### src/rtl/clk_gate_ctrl.sv
// Clock-gate enable controller: wake on req/busy/force_on, close after IDLE_CYCLES idle edges, count gated-off cycles.
// Latency: enable 1 edge after activity, ready WAKE_CYCLES edges later; req is held off (ready=0) until the gated clock runs.
module clk_gate_ctrl #(
    parameter int IDLE_CYCLES = 8,
    parameter int WAKE_CYCLES = 1,
    parameter int CNT_WIDTH   = 32
) (
    input  logic                 clk,
    input  logic                 rst_n,
    input  logic                 req,
    input  logic                 busy,
    input  logic                 force_on,
    input  logic                 clr_count,
    output logic                 enable,
    output logic                 ready,
    output logic [CNT_WIDTH-1:0] gated_count
);

    localparam int IW = (IDLE_CYCLES > 1) ? $clog2(IDLE_CYCLES) : 1;
    localparam int WW = (WAKE_CYCLES > 1) ? $clog2(WAKE_CYCLES) : 1;
    localparam logic [IW-1:0] IDLE_LOAD = IW'(IDLE_CYCLES - 1);
    localparam logic [WW-1:0] WAKE_LOAD = WW'(WAKE_CYCLES - 1);

    typedef enum logic [1:0] {
        ST_OFF,
        ST_WAKE,
        ST_ON
    } state_t;

    state_t                 state_q;
    logic [IW-1:0]          idle_cnt_q;
    logic [WW-1:0]          wake_cnt_q;
    logic                   enable_q;
    logic                   ready_q;
    logic [CNT_WIDTH-1:0]   gated_count_q;
    logic [CNT_WIDTH-1:0]   gated_count_d;
    logic                   act;

    assign act = req | busy | force_on;

    // enable/ready are registered decodes of the state being entered
    always_ff @(posedge clk or negedge rst_n) begin
        if (!rst_n) begin
            state_q    <= ST_OFF;
            idle_cnt_q <= '0;
            wake_cnt_q <= '0;
            enable_q   <= 1'b0;
            ready_q    <= 1'b0;
        end else begin
            case (state_q)
                ST_OFF: begin
                    if (act) begin
                        state_q    <= ST_WAKE;
                        wake_cnt_q <= WAKE_LOAD;
                        enable_q   <= 1'b1;
                        ready_q    <= 1'b0;
                    end
                end
                ST_WAKE: begin
                    if (wake_cnt_q != '0) begin
                        wake_cnt_q <= wake_cnt_q - 1'b1;
                    end else begin
                        state_q    <= ST_ON;
                        idle_cnt_q <= IDLE_LOAD;
                        ready_q    <= 1'b1;
                    end
                end
                ST_ON: begin
                    if (act) begin
                        idle_cnt_q <= IDLE_LOAD;
                    end else if (idle_cnt_q != '0) begin
                        idle_cnt_q <= idle_cnt_q - 1'b1;
                    end else begin
                        state_q  <= ST_OFF;
                        enable_q <= 1'b0;
                        ready_q  <= 1'b0;
                    end
                end
                default: begin
                    state_q  <= ST_OFF;
                    enable_q <= 1'b0;
                    ready_q  <= 1'b0;
                end
            endcase
        end
    end

    // Counts edges whose preceding cycle had the gate closed; clear wins over increment
    always_comb begin
        gated_count_d = gated_count_q;
        if (clr_count) begin
            gated_count_d = '0;
        end else if (!enable_q && (gated_count_q != '1)) begin
            gated_count_d = gated_count_q + 1'b1;
        end
    end

    always_ff @(posedge clk or negedge rst_n) begin
        if (!rst_n) begin
            gated_count_q <= '0;
        end else begin
            gated_count_q <= gated_count_d;
        end
    end

    assign enable      = enable_q;
    assign ready       = ready_q;
    assign gated_count = gated_count_q;

endmodule

### config.mk
export PLATFORM = sky130hd
export DESIGN_NAME = clk_gate_ctrl
export DESIGN_NICKNAME = d
export VERILOG_FILES = /design/src/rtl/clk_gate_ctrl.sv
export SDC_FILE = /design/constraint.sdc
export NUM_CORES = 1
export LEC_CHECK = 0
export CAP_MARGIN = 20
export CORE_MARGIN = 5
export CORE_UTILIZATION = 45
export DETAILED_ROUTE_END_ITERATION = 16
export HOLD_SLACK_MARGIN = 0.05
export MAX_ROUTING_LAYER = met4
export PLACE_DENSITY_LB_ADDON = 0.3
export SLEW_MARGIN = 0
export SYNTH_ARGS = -nofsm -noshare
export SYNTH_HDL_FRONTEND = slang
export SYNTH_SLANG_ARGS = --single-unit
### constraint.sdc
create_clock -name clk -period 2.3 [get_ports clk]
set_input_delay 0.345 -clock clk [delete_from_list [all_inputs] [get_ports clk]]
set_output_delay 0.345 -clock clk [all_outputs]
set_load 0.05 [all_outputs]
======== Yosys cells after proc, flatten, opt, wreduce, memory -nomap -nowiden ========
Cells that the tools add are included.
storage, ports and cells
  register bits ........................... 40
  input port bits ......................... 6
  output and inout port bits .............. 34
  logic and storage cells ................. 51
operators by class
  reductions and logical operators ........ 11
  add/sub/neg operators ................... 3
  mux-type cells .......................... 20
  bitwise gates (word level) .............. 3
  equality and inequality tests ........... 8
operators by type and width
  operator                                                             count
  32-bit 2-to-1 mux                                                    2
  32-bit by 1-bit adder with 32-bit output (second input constant)     1
  32-bit != test (second input constant)                               1
  3-bit 2-to-1 mux                                                     3
  2-bit 2-to-1 mux                                                     4
  2-bit != test (second input constant)                                4
  4-bit AND reduction                                                  2
  1-bit 2-to-1 mux                                                     6
  1-bit case mux with 3 select lines                                   2
  2-bit case mux with 3 select lines                                   1
  3-bit case mux with 2 select lines                                   1
  2-bit nonzero test                                                   3
  3-bit != test (second input constant)                                1
  3-bit AND reduction                                                  1
  3-bit nonzero test                                                   1
  3-bit by 1-bit subtractor with 3-bit output (second input constant)  1
  2-bit by 1-bit == test with 1-bit output (second input constant)     1
  2-bit == test (second input constant)                                1
  2-bit zero test                                                      1
  1-bit OR                                                             2
  1-bit case mux with 2 select lines                                   1
  2-bit AND reduction                                                  1
  1-bit logical AND                                                    1
  1-bit zero test                                                      1
  2 further kinds                                                      2

======== Depth between registers and ports, before layout ========
Gate-level depths: netlist of the first run.
  depth after elaboration ................. 4
  depth in mapped cells ................... 8
  mapped depth without buffers ............ 6

======== Worst setup path before layout of the first run ========
Ideal clock, no wire load.
  kind .................................... reg-to-reg
  from .................................... reg gated_count_q[0] (netlist: gated_count[0])
  to ...................................... reg gated_count_q[25] (netlist: gated_count[25])
  cell stages (with the launch flop) ...... 8
  slack ................................... -190 ps
  clock period less this slack ............ 2490 ps
  setup time .............................. 125 ps
  arrival time ............................ 2365 ps
  path through ............................ dfrtp_1 ha_1 nand2_1 or4_4 o31ai_4 buf_6 nor4_2 mux2_4
on the way
  cells in the longest elaborated chain, start to end .. 3
  elaborated cells on any way between the ends .. 6
  those cells by class .................... 1 x add/sub; 1 x eq/ne; 2 x mux; 2 x reduce/logical
RTL lines
  element                                                                            RTL line  text
  start, declared                                                                    35        logic [CNT_WIDTH-1:0] gated_count_q;
  start signal, assigned                                                             102       gated_count_q <= gated_count_d;
  32-bit by 1-bit adder with 32-bit output / 32-bit != test (equally long branches)  94, 93
  32-bit 2-to-1 mux / 1-bit logical AND (equally long branches)                      93        end else if (!enable_q && (gated_count_q != '1)) begin
  32-bit 2-to-1 mux / 2-bit nonzero test (equally long branches)                     n/a
Parallel ways exist; a longest one is shown, timed or not. The select of a mux whose other input is x is not followed.
A chain may end at the register's enable or synchronous reset.

======== Worst setup path after layout of the first run ========
Ends and elaborated chain as after synthesis.

==> results of run 1 <==
[routing by layer]
| layer | wire, um | vias to the layer above |
|---|---|---|
| met2 | 2690 | 51 |
| met5 | 0 | - |
| li1 | - | 1018 |
| met3 | 258 | 13 |
| met4 | 131 | 0 |
| met1 | 2530 | 1014 |
[cells by family after synthesis]
kind of cell / synth area share (%)
fa+ha+maj: 1.66
simple gates: 27.5
xor+xnor: 1.55
buf+inv: 5.47
mux: 2.93
flops: 43.1
compound gates: 17.7
[power by group through the flow]
stage	clock network (mW)	registers [mW]	logic (mW)
floorplan	0	0.862	0.165
global placement	0	0.834	0.300
detailed placement	0	0.839	0.303
CTS	0.461	0.825	0.305
global route	0.495	0.837	0.333
finish	0.451	0.827	0.299
[synthesized netlist by cell type, types with 4 or more instances]
cell type  instances
or3_1              8
inv_1             11
nor4_1             4
clkbuf_1           7
and3_1             6
nor3_1             4
nand4_1            8
nand3_1           15
nor2_1            17
nand2_1           16
a21oi_1           25
or3_2              4
o21ai_0           16
or4_2              5
dfrtp_1           39
o31ai_1            8
[layout make-up]
type                       instances  area, um2  area share [%]
sequential                        39        991            34.3
clock inverter                     1       5.00           0.173
clock buffer                       7       76.3            2.64
multi-input combinational        182       1180            40.7
tap                               67       83.8            2.90
timing repair buffer              56        513            17.8
inverter                          11       41.3            1.43
[metrics by stage]
stage               total power [mW]  std cells
floorplan                       1.03        243
global placement                1.13        355
detailed placement              1.14        355
CTS                             1.59        363
global route                    1.66        363
finish                          1.58        363
[worst max-delay path, stage by stage (launching register included)]
cell     delay, ns
dfrtp_2       0.42
ha_4          0.16
nand2_1       0.09
or4_4         0.54
o31ai_4       0.27
buf_4         0.22
nor4_2        0.07
mux2_4        0.30
[flip-flops by register name, indices dropped and copies added, names as in the netlist]
| register | count |
|---|---|
| state_q | 2 |
| idle_cnt_q | 3 |
| ready | 1 |
| gated_count | 32 |
| enable | 1 |
[cell usage in the layout (no fill, tap or decap), drive strengths merged, types with 2 or more instances in the layout]
master / synthesis / final
dfrtp: 39 / 39
clkdlybuf4s50: 0 / 38
a21oi: 25 / 25
buf: 3 / 18
nor2: 17 / 17
o21ai: 17 / 17
nand2: 16 / 16
nand3: 15 / 15
or3: 12 / 12
inv: 11 / 11
nand4: 9 / 9
o31ai: 9 / 9
or4: 9 / 9
and3: 7 / 7
clkbuf: 8 / 7
nor3: 7 / 7
nor4: 6 / 6
mux2: 4 / 4
and4: 3 / 3
xnor2: 3 / 3
nor2b: 3 / 3
a21o: 3 / 3
ha: 3 / 3
o31a: 2 / 2
[final timing paths]
path | startpoint | endpoint
setup / recovery | gated_count[0] | gated_count[25]
max in group asynchronous | rst_n | gated_count[6]
hold / removal | rst_n | gated_count[28]
setup reg to reg | gated_count[0] | gated_count[25]
min in group clk | ready | ready
hold reg to reg | ready | ready
==> flow_summary.toml, run 1 <==
[global_route]
met1_usage_pct = 24.1
grt.total_usage_pct = 19.5
grt_max_degree = 40
grt.overflow.total = 0
grt_antenna_before_repair = 0
grt_pass1_wl_um = 9560
grt-busiest-layer = "met2"
grt_pass1_vias = 2010
use_met3_pct = 4.21
use_met2_pct = 30.8

[clock_network]
clock_path_buffers = 2
clk_latency_ns = 0.30
cts_setup_buffers = 0
postCtsResizedCells = 0
htreeDepth = 2
cts_buffers = 5
clk_pin_slew_ns = 0.07
cts-hold-fix-buffers = 0
numClockSinks = 39
cts_tree = "built"
cts_root_buf = "clkbuf_8"

[floorplan]
die_height_um = 80.9
die_x_um = 80.9
core_area_um2 = 4820
rows = 25
num_io_pins = 40
die_area_um2 = 6550
start_util_pct = 47.0

[setup_path]
worst-path-max-fanout = 14
worstSetupPathType = "reg2reg"
end_kind = "register"
arrival_ns = 2.37
cp.required_ns = 2.48
r2r_slack_ns = 0.10
r2r_cells = 7
start_kind = "register"

[logic_synthesis]
ys_async_sr_fraction_pct = 100
yosysTopAreaCell = "dfrtp_1"
synth-seq-cells = 39
synthFlopType = "dfrtp_1"
synth_warnings = 0
synth_nets = 252
synth_top_area_share_pct = 43.1
synth_area_leaders = "dfrtp_1, a21oi_1, o21ai_0"
postSynthAreaPerCell_um2 = 9.31
synthDistinctLibCells = 47
synth_edf_count = 0
synth_area_um2 = 2260
netlist_instances = 243
ys_seq_area_share_pct = 43.1

[timing]
totalNegativeSetupSlack_ns = 0
hold_slack_ns = 0.167
rsz0062_at_grt = "false"
fin_crit_sh_pct = 95.5
worstMarginPinSlew_ns = 0.879
setup_viol = 0
setup_slack_ns = 0.104
hold_viol_final = 0
max_freq_ghz = 0.455
max-slew-margin-rel_pct = 41.4
finClkSkew_ns = 0.00895
finalMaxSlewViolations = 0
period_minus_slack_ns = 2.20

[place]
port_buffers = 39
dp_hpwl_um = 4100
pre_cts_ws_ns = 0.131
dpl-instance-area_um2 = 2810
gp_congestion = 0.944

[cells_and_area]
nNetsFinal = 304
design_area_um2 = 2890
drive_above_1_share_pct = 20.9
fin_util_pct = 59.9
areaGrowthSynthToFinish_pct = 27.5
fill_cells = 468
diodes = 0

[drt]
via_count = 2096
wl_per_cell_um = 15.5
viasPerCell = 5.77
routed_wirelength_um = 5620
drc = 0
antenna_left = 0
first_pass_iters = 5
drt-initial-drc-count = 96

[power]
power_frac_comb_pct = 19.0
swShare_pct = 33.3
clock_power_share_pct = 28.6
ir_drop_uv = 484
seq_power_share_pct = 52.4
netSwitchingPower_uw = 525
power.density_nw_per_um2 = 546
p_int_mw = 1.05
leakagePower_nw = 1.07

[hold_path]
worstHoldPathType = "in2async"

[job]
max_cap_viol_count = 0

[run_status]
run_status = "complete, no violations"
Power figures use the tool's default switching activity.
==> run 2, diff against run 1 <==
- RECOVER_POWER: default -> 25
==> run 2 against run 1 <==
Against the previous run:
- sequential power about the same
- clock skew barely moved
- fmax is essentially flat
- non-clock buffer count did not move
- cell count unchanged
- global-route usage unchanged
- clock-buffer cell count did not move
- register-to-register slack about the same
- critical path type unchanged
- critical endpoint unchanged
==> flow_summary.toml, run 2 (same netlist as run 1, synthesis figures left out) <==
[run_status]
run_status = "complete, no violations"

[setup_path]
start_kind = "register"
cp.required_ns = 2.48
timing.critical_path.slowest_cell_delay_ns = 0.54
arrival_ns = 2.37
worst-path-max-fanout = 14
worst-path-buf-inv = 1
cpLargestDelayFamily = "simple AND/OR/NAND/NOR gates"
slowest_stage = "or4_4"
crit_chain = "ha_4, nand2_1, or4_4, o31ai_4, buf_4, nor4_2, mux2_4"
worstSetupPathType = "reg2reg"
end_kind = "register"

[floorplan]
start_util_pct = 47.0
die_x_um = 80.9
core_area_um2 = 4820
num_io_pins = 40
rows = 25
die_height_um = 80.9
die_area_um2 = 6550

[cells_and_area]
drive_above_1_share_pct = 20.9
final_cell_mix = "clkdlybuf4s50_1, dfrtp_1, a21oi_1"
largest_reg_flops = 32
nNetsFinal = 304
fin_util_pct = 59.9
areaGrowthSynthToFinish_pct = 27.5
diodes = 0
design_area_um2 = 2890
layout_commonest_cell = "clkdlybuf4s50_1"

[timing]
hold_slack_ns = 0.200
max_freq_ghz = 0.456
worstMarginPinSlew_ns = 0.988
finalMaxSlewViolations = 0
max-slew-margin-rel_pct = 34.2
hold_viol_final = 0
setup_viol = 0
totalNegativeSetupSlack_ns = 0
period_minus_slack_ns = 2.20
rsz0062_at_grt = "false"
fin_crit_sh_pct = 95.5
finClkSkew_ns = 0.00869

[drt]
viasPerCell = 5.79
first_pass_iters = 5
wl_per_cell_um = 15.5
routed_wirelength_um = 5610
via_count = 2100
drt-initial-drc-count = 96
drc = 0
antenna_left = 0

[place]
gp_congestion = 0.944
port_buffers = 39
dp_hpwl_um = 4100
dpl-instance-area_um2 = 2810

[clock_network]
postCtsResizedCells = 0
numClockSinks = 39
cts_tree = "built"
cts_buffers = 5
clk_latency_ns = 0.30
cts-hold-fix-buffers = 0
cts_root_buf = "clkbuf_8"
htreeDepth = 2
clock_path_buffers = 2
clk_pin_slew_ns = 0.07
cts_setup_buffers = 0

[hold_path]
worstHoldPathType = "in2async"

[global_route]
grt.overflow.total = 0
grt_antenna_before_repair = 0
grt_pass1_wl_um = 9560
grt.total_usage_pct = 19.5
grt_pass1_vias = 2010
grt_max_degree = 40

[power]
netSwitchingPower_uw = 525
total_power_mw = 1.58
power.density_nw_per_um2 = 546
ir_drop_uv = 484
leakagePower_nw = 1.08
p_int_mw = 1.05
seq_power_share_pct = 52.4
power_frac_comb_pct = 19.0
clock_power_share_pct = 28.6
swShare_pct = 33.3

[job]
max_cap_viol_count = 0
[run 2: changes by cell type in the layout (fill, tap and decap cells not counted)]
cell      delta
buf_2        -1
clkbuf_2     +1
[run 2: layout make-up]
cell class	count	area, um2
well taps	67	83.8
clock inverters	1	5.00
clock buffers	7	76.3
fillers	468	1930
multi-input cells	182	1180
inverters	11	41.3
repair buffers	56	513
flip-flops and latches	39	991
[run 2: path summary, 6_finish.rpt]
kind | from | to | slack (ns) | cells after the start
worst max-delay path | gated_count[0] | gated_count[25] | 0.10 | 7
worst min-delay path | rst_n | gated_count[28] | 0.20 | 1
worst max register to register | gated_count[0] | gated_count[25] | 0.10 | 7
worst min register to register | ready | ready | 0.52 | 2
max in group asynchronous | rst_n | gated_count[6] | 1.43 | 1
min in group clk | ready | ready | 0.52 | 2
[run 2: per-stage QoR]
stage                     setup slack (ns)  instances
final                                0.105        363
after global routing                0.0178        363
after CTS                            0.112        363
after detailed placement             0.131        355
after global placement               0.180        355
after floorplan                     0.0149        243
[run 2: power groups by stage]
| stage | sequential (mW) | combinational (mW) | clock (mW) |
|---|---|---|---|
| 2_1_floorplan | 0.862 | 0.165 | 0 |
| 3_3_place_gp | 0.834 | 0.300 | 0 |
| 6_report | 0.827 | 0.299 | 0.451 |
| 4_1_cts | 0.825 | 0.305 | 0.461 |
| 5_1_grt | 0.837 | 0.333 | 0.495 |
| 3_5_place_dp | 0.839 | 0.303 | 0 |
[run 2: metal layers]
layer	vias to the layer above	share of wire (%)	GRT usage (%)
li1	1018	-	-
met1	1016	45	24.1
met2	53	48	30.8
met3	13	4.9	4.21
met4	0	2.3	8.61
met5	-	0	-
